==> src/rtl/sha256_msg_sched_if.sv <==
// Block-load and schedule-word handshake bundle for the SHA-256 message schedule expander.
// master is the expander side; slave is the loader/round-stage side.
interface sha256_msg_sched_if;
    logic         blk_valid;
    logic         blk_ready;
    logic [511:0] blk_data;
    logic         w_valid;
    logic         w_ready;
    logic [31:0]  w_data;
    logic [5:0]   w_idx;
    logic         w_last;

    modport master (
        input  blk_valid, blk_data, w_ready,
        output blk_ready, w_valid, w_data, w_idx, w_last
    );

    modport slave (
        output blk_valid, blk_data, w_ready,
        input  blk_ready, w_valid, w_data, w_idx, w_last
    );
endinterface

==> src/rtl/sha256_msg_sched.sv <==
// SHA-256 message schedule expander: loads one 512-bit block and streams W[0..NUM_WORDS-1]
// through a 16-word sliding window, one word per accepted transfer.
module sha256_msg_sched #(
    parameter int unsigned NUM_WORDS = 64
) (
    input  logic                  clk,
    input  logic                  rst_n,
    sha256_msg_sched_if.master    bus,
    output logic                  busy
);
    typedef enum logic {IDLE, RUN} state_t;

    localparam logic [5:0] LAST_IDX = 6'(NUM_WORDS - 1);

    state_t      state, state_nxt;
    logic [31:0] win [16];
    logic [5:0]  t;
    logic        load, xfer;
    logic [31:0] w_new;

    function automatic logic [31:0] ssig0(input logic [31:0] x);
        return {x[6:0], x[31:7]} ^ {x[17:0], x[31:18]} ^ (x >> 3);
    endfunction

    function automatic logic [31:0] ssig1(input logic [31:0] x);
        return {x[16:0], x[31:17]} ^ {x[18:0], x[31:19]} ^ (x >> 10);
    endfunction

    // window[0] is W[t]; the new tail word is W[t+16]
    assign w_new = ssig1(win[14]) + win[9] + ssig0(win[1]) + win[0];

    always_ff @(posedge clk or negedge rst_n) begin
        if (!rst_n) begin
            state <= IDLE;
        end else begin
            state <= state_nxt;
        end
    end

    always_comb begin
        state_nxt = state;
        load      = 1'b0;
        xfer      = 1'b0;
        case (state)
            IDLE: begin
                if (bus.blk_valid) begin
                    load      = 1'b1;
                    state_nxt = RUN;
                end
            end
            RUN: begin
                if (bus.w_ready) begin
                    xfer = 1'b1;
                    if (t == LAST_IDX) begin
                        state_nxt = IDLE;
                    end
                end
            end
            default: state_nxt = IDLE;
        endcase
    end

    always_ff @(posedge clk or negedge rst_n) begin
        if (!rst_n) begin
            for (int unsigned i = 0; i < 16; i++) begin
                win[i] <= '0;
            end
            t <= '0;
        end else if (load) begin
            for (int unsigned i = 0; i < 16; i++) begin
                win[i] <= bus.blk_data[32*(15-i) +: 32];
            end
            t <= '0;
        end else if (xfer && (t != LAST_IDX)) begin
            for (int unsigned i = 0; i < 15; i++) begin
                win[i] <= win[i+1];
            end
            win[15] <= w_new;
            t       <= t + 6'd1;
        end
    end

    // outputs depend only on registered state, never on w_ready/blk_valid
    assign bus.blk_ready = (state == IDLE);
    assign bus.w_valid   = (state == RUN);
    assign bus.w_data    = win[0];
    assign bus.w_idx     = t;
    assign bus.w_last    = (state == RUN) && (t == LAST_IDX);
    assign busy          = (state == RUN);
endmodule

==> src/flat_wrapper.sv <==
// flat-port wrapper written by rule: the top's interface ports become plain ports
module sha256_msg_sched_flat 
#(
    parameter int unsigned NUM_WORDS = 64
)
  (clk, rst_n, busy, bus_blk_valid, bus_blk_data, bus_w_ready, bus_blk_ready, bus_w_valid, bus_w_data, bus_w_idx, bus_w_last);
  sha256_msg_sched_if bus_i ();
  input  logic clk;
  input  logic rst_n;
  output logic busy;
  input wire logic [$bits(bus_i.blk_valid)-1:0] bus_blk_valid;
  input wire logic [$bits(bus_i.blk_data)-1:0] bus_blk_data;
  input wire logic [$bits(bus_i.w_ready)-1:0] bus_w_ready;
  output wire logic [$bits(bus_i.blk_ready)-1:0] bus_blk_ready;
  output wire logic [$bits(bus_i.w_valid)-1:0] bus_w_valid;
  output wire logic [$bits(bus_i.w_data)-1:0] bus_w_data;
  output wire logic [$bits(bus_i.w_idx)-1:0] bus_w_idx;
  output wire logic [$bits(bus_i.w_last)-1:0] bus_w_last;
  assign bus_i.blk_valid = bus_blk_valid;
  assign bus_i.blk_data = bus_blk_data;
  assign bus_i.w_ready = bus_w_ready;
  assign bus_blk_ready = bus_i.blk_ready;
  assign bus_w_valid = bus_i.w_valid;
  assign bus_w_data = bus_i.w_data;
  assign bus_w_idx = bus_i.w_idx;
  assign bus_w_last = bus_i.w_last;
  sha256_msg_sched #(.NUM_WORDS(NUM_WORDS)) u_core (.clk(clk), .rst_n(rst_n), .bus(bus_i), .busy(busy));
endmodule
==> config.mk <==
export PLATFORM = sky130hd
export DESIGN_NAME = sha256_msg_sched_flat
export DESIGN_NICKNAME = d
export VERILOG_FILES = /design/src/rtl/sha256_msg_sched_if.sv /design/src/rtl/sha256_msg_sched.sv /design/src/flat_wrapper.sv
export SDC_FILE = /design/constraint.sdc
export NUM_CORES = 2
export LEC_CHECK = 0
export ABC_CLOCK_PERIOD_IN_PS = 5630
export BUFFER_PORTS_ARGS = -buffer_cell sky130_fd_sc_hd__clkbuf_2
export CAP_MARGIN = 20
export CORE_UTILIZATION = 56
export CTS_CLUSTER_DIAMETER = 60
export DETAILED_ROUTE_END_ITERATION = 8
export GPL_TIMING_DRIVEN = 0
export PLACE_DENSITY = 0.82
export SLEW_MARGIN = 5
export SYNTH_ARGS = -nofsm -noshare
export SYNTH_HDL_FRONTEND = slang
export SYNTH_SLANG_ARGS = --single-unit
==> constraint.sdc <==
create_clock -name clk -period 5.63 [get_ports clk]
set_input_delay 0 -clock clk [delete_from_list [all_inputs] [get_ports clk]]
set_output_delay 0 -clock clk [all_outputs]
set_load 0.005 [all_outputs]
==> impl_metrics.json, run 1 <==
{
  "status": "stopped before the end",
  "stop_stage": "global routing (5_1_grt)",
  "error_line": "[ERROR GRT-0116] Global routing finished with congestion. Check the congestion regions in the DRC Viewer.",
  "ys_types": 61,
  "hpwl_um": 83300,
  "ys.flop_type": "dfrtp_1",
  "die_h_um": 225,
  "io-pin-count": 558,
  "ctsRootBufferMaster": "clkbuf_16",
  "grt_max_degree": 110,
  "cts_hold_buffers": 516,
  "overflow": 36,
  "fp-row-count": 81,
  "cts_buffers": 54,
  "yosys.area.top_type": "dfrtp_1",
  "syn_area_per_cell_um2": 8.13,
  "synthCells": 3418,
  "netlist_area_um2": 27800,
  "place_area_um2": 31600,
  "grt_pass1_wl_um": 197000,
  "ys_top_cells_by_area": "dfrtp_1, nand2_1, a31oi_1",
  "cts_num_sinks": 519,
  "grt_pass1_vias": 33300,
  "clockBufferDepth": 3,
  "yosysWarningCount": 0,
  "synth-seq-cells": 519,
  "syn-num-nets": 4028,
  "grt_util_all_layers_pct": 53.3,
  "h-tree-depth": 2,
  "ys_seq_area_share_pct": 46.7,
  "synth-edff-count": 0,
  "cts_resized": 0,
  "postCtsSetupBuffers": 0,
  "synth_top_area_share_pct": 46.7,
  "start_util_pct": 56.8,
  "io_buffers": 557,
  "async_reset_ff_share_pct": 100,
  "die_x_um": 225,
  "place_congestion": 0.966
}
==> routing by layer <==
layer	global-route usage, %	GRT overflow
met1	61.6	0
met4	39.5	8
met3	26.0	0
met2	76.3	28
met5	2.54	0
==> cells in the mapped netlist, types with 4 or more instances <==
master	number
xor2_1	24
nor3_1	9
dfrtp_1	519
o22ai_1	8
o21a_1	6
nand4_1	5
and3_1	4
buf_4	34
inv_1	129
buf_1	6
fa_1	62
xnor2_1	120
buf_2	7
a21oi_1	52
nand2_1	1005
a21o_1	13
a31oi_1	488
o21bai_1	8
clkbuf_1	268
nor2_1	518
o21ai_0	29
nand3_1	8
ha_1	32
==> cell families after synthesis <==
| logic type | Yosys count | synth area share (%) |
|---|---|---|
| XOR/XNOR | 144 | 4.54 |
| buffers and inverters | 444 | 6.49 |
| flip-flops | 519 | 46.7 |
| AND/OR/NAND/NOR | 1575 | 21.8 |
| AO/OA/AOI/OAI | 639 | 14.4 |
| adder cells (fa/ha/maj) | 94 | 5.91 |
| multiplexers | 3 | 0.108 |
==> per-stage QoR <==
step / worst slack [ps] / utilization (%) / hold slack (ps) / TNS (ps) / cells
4_1_cts: 738 / 78.8 / 18.8 / 0 / 5260
3_5_place_dp: 747 / 64.5 / -147 / 0 / 4644
3_3_place_gp: -7200 / 64.2 / 217 / -3679760 / 4639
2_1_floorplan: 1580 / - / -296 / 0 / 3418
==> inputs of run 2 (changes only) <==
- CORE_UTILIZATION: 56 -> 40
- CTS_CLUSTER_DIAMETER: 60 -> not set
- PLACE_DENSITY: 0.82 -> not set
- PLACE_DENSITY_LB_ADDON: not set -> 0.15
==> impl_metrics.json, run 2 <==
{
  "start_util_pct": 40.4,
  "crit_chain": "clkbuf_1 -> xnor2_1 -> xnor2_1 -> fa_1 -> fa_1 -> ha_1 -> fa_1 -> a21o_1 -> a21oi_2 -> o21a_1 -> o21bai_1 -> a41oi_1 -> nor4_1 -> or3_1 -> a31oi_1",
  "synth-compound-area-share_pct": 14.4,
  "relSlewSlack_pct": 36.8,
  "grt_pass1_wl_um": 180000,
  "dr.pass1.iters": 6,
  "end_kind": "register",
  "grt_util_all_layers_pct": 34.3,
  "synth-seq-cells": 519,
  "grt_pass1_vias": 29500,
  "final_common_cell": "nand2_1",
  "fmax_mhz": 197,
  "die_x_um": 266,
  "status": "finished, final reports clean",
  "timing_worst_setup_path_type": "register to register",
  "core-area_um2": 68700,
  "fp-row-count": 96,
  "cts_tree": "built",
  "syn_area_per_cell_um2": 8.13,
  "crit_fanout": 5,
  "crit_slowest_cell": "a41oi_1",
  "fin_ws_ps": 567,
  "ir_drop_mv": 0.611,
  "antenna_found_initial": 5,
  "h-tree-depth": 2,
  "cp-start-kind": "register",
  "drt_iter0_markers": 2660,
  "synth_top_area_share_pct": 46.7,
  "max_cap_violations": 0,
  "final_cell_mix": "nand2_1, clkbuf_2, dfrtp_1, nor2_1, dlygate4sd3_1",
  "crit_family": "adder cells",
  "ys_top_cells_by_area": "dfrtp_1, nand2_1, a31oi_1",
  "design_area_um2": 39000,
  "rsz0062_at_grt": "false",
  "ctsRootBufferMaster": "clkbuf_16",
  "fin_skew_ps": 28.6,
  "yosysWarningCount": 0,
  "syn-num-nets": 4028,
  "synthCells": 3418,
  "antenna_left": 0,
  "timing.setup.tns_ps": 0,
  "ys_seq_area_share_pct": 46.7,
  "synth-edff-count": 0,
  "muxShareOfSynthArea_pct": 0.108,
  "dp_slack_ps": 667,
  "io_buffers": 557,
  "place_congestion": 0.942,
  "vias": 29300,
  "overflow": 0,
  "rr_startpoint": "u_core.win[43]",
  "worstSetupStartpoint": "u_core.win[43]",
  "die_h_um": 266,
  "max_stage_delay_ps": 590,
  "cts_resized": 0,
  "required_ps": 6160,
  "fillers": 6276,
  "clk_pin_slew_ps": 60,
  "ys.flop_type": "dfrtp_1",
  "place_area_um2": 31900,
  "largest_register_ffs": 480,
  "drive_gt1_share_pct": 15.3,
  "clockBufferDepth": 3,
  "io-pin-count": 558,
  "cts_num_sinks": 519,
  "cts_buffers": 58,
  "yosys.area.top_type": "dfrtp_1",
  "yosysMostFrequentCell": "nand2_1",
  "netlist_area_um2": 27800,
  "clock_latency_ps": 630,
  "final_nets": 5169,
  "worst_pin_slew_ps": 948,
  "min_path_type": "input pin to register",
  "routed_via_density": 5.29,
  "finalMaxSlewViolations": 0,
  "area_delta_synth_final_pct": 40.3,
  "hold_path.startpoint": "bus_blk_data[5]",
  "cp_common_cell": "fa_1",
  "synth_common_cells": "nand2_1, dfrtp_1, nor2_1",
  "async_reset_ff_share_pct": 100,
  "wl_um": 123000,
  "finalSetupViolations": 0,
  "cp_num_buf_inv": 1,
  "drc": 0,
  "finalCritPeriodShare_pct": 89.9,
  "p_leak_nw": 18.3,
  "yosys.area_share.xor_xnor_pct": 4.54,
  "hold_viol": 0,
  "ys_types": 61,
  "synth_top_family_by_area": "simple AND/OR/NAND/NOR gates",
  "grt_max_degree": 102,
  "fin_crit_ps": 5060,
  "crit_arrival_ps": 5600,
  "regMostFlops": "u_core.win",
  "synth_fa_ha_area_share_pct": 5.91,
  "pwr_density_cell_nw_per_um2": 580,
  "die_area_um2": 70500,
  "synth-simple-area-share_pct": 21.8,
  "hpwl_um": 91100,
  "wl_per_cell_um": 22.2
}
-- run 2: cell counts after synthesis --
No cell type changed its count.
-- run 2: cell families after synthesis --
| kind of cell | after synthesis |
|---|---|
| simple gates | 1575 |
| compound gates | 639 |
| flops | 519 |
| buf+inv | 444 |
| xor+xnor | 144 |
| fa+ha+maj | 94 |
| mux | 3 |
-- run 2: cell type report --
cell class / count / area [um2] / share of cell area (%)
multi-input cells: 2455 / 13000 / 33.4
flip-flops and latches: 519 / 13000 / 33.3
repair buffers: 1081 / 8170 / 20.9
clock buffers: 88 / 1680 / 4.32
plain buffers: 315 / 1320 / 3.38
well taps: 931 / 1160 / 2.99
inverters: 129 / 484 / 1.24
clock inverters: 15 / 161 / 0.414
diodes: 5 / 12.5 / 0.0321
-- run 2: per-layer routing --
layer	global-route usage, %	wire (um)	share of wire (%)
met3	5.24	8650	7.0
met1	44.9	50800	41
met5	0	42	0.034
met2	54.7	55900	46
met4	18.8	7350	6.0
-- run 2: worst min-delay path, cell delays in order --
cell	delay, ps
dlygate4sd3_1	530
clkbuf_2	90
nand2_1	40
o21ai_0	60
-- run 2: repair_timing --
action | in CTS | in global routing
hold buffers | 517 | 0
endpoints found under the hold margin | 632 | 0
buffers inserted | 0 | 0
-- run 2: where the power goes --
| part | internal (mW) | switching (mW) |
|---|---|---|
| clock | 2.14 | 1.59 |
| combinational | 5.18 | 8.17 |
| sequential | 4.71 | 0.821 |
| total | 12.0 | 10.6 |
-- run 2: path summary, 6_finish.rpt --
path                                   endpoint  slack, ps  depth (start not counted)
min in group asynchronous       u_core.win[401]        520                          4
worst max-delay path             u_core.win[31]        570                         15
max in group asynchronous       u_core.win[158]       3930                          6
worst min register to register   u_core.win[23]        510                          2
worst max register to register   u_core.win[31]        570                         15
worst min-delay path              u_core.win[5]        140                          4
-- run 2: stage by stage --
stage | power (mW) | utilization [%] | std cells | hold slack [ps]
floorplan | 14.1 | - | 3418 | -296
global placement | 18.1 | 46.2 | 4906 | 211
detailed placement | 18.2 | 46.5 | 4913 | -17.4
CTS | 22.3 | 56.7 | 5533 | 113
global route | 24.1 | 56.7 | 5535 | 161
finish | 22.6 | 56.7 | 5538 | 137
Power figures use the tool's default switching activity.
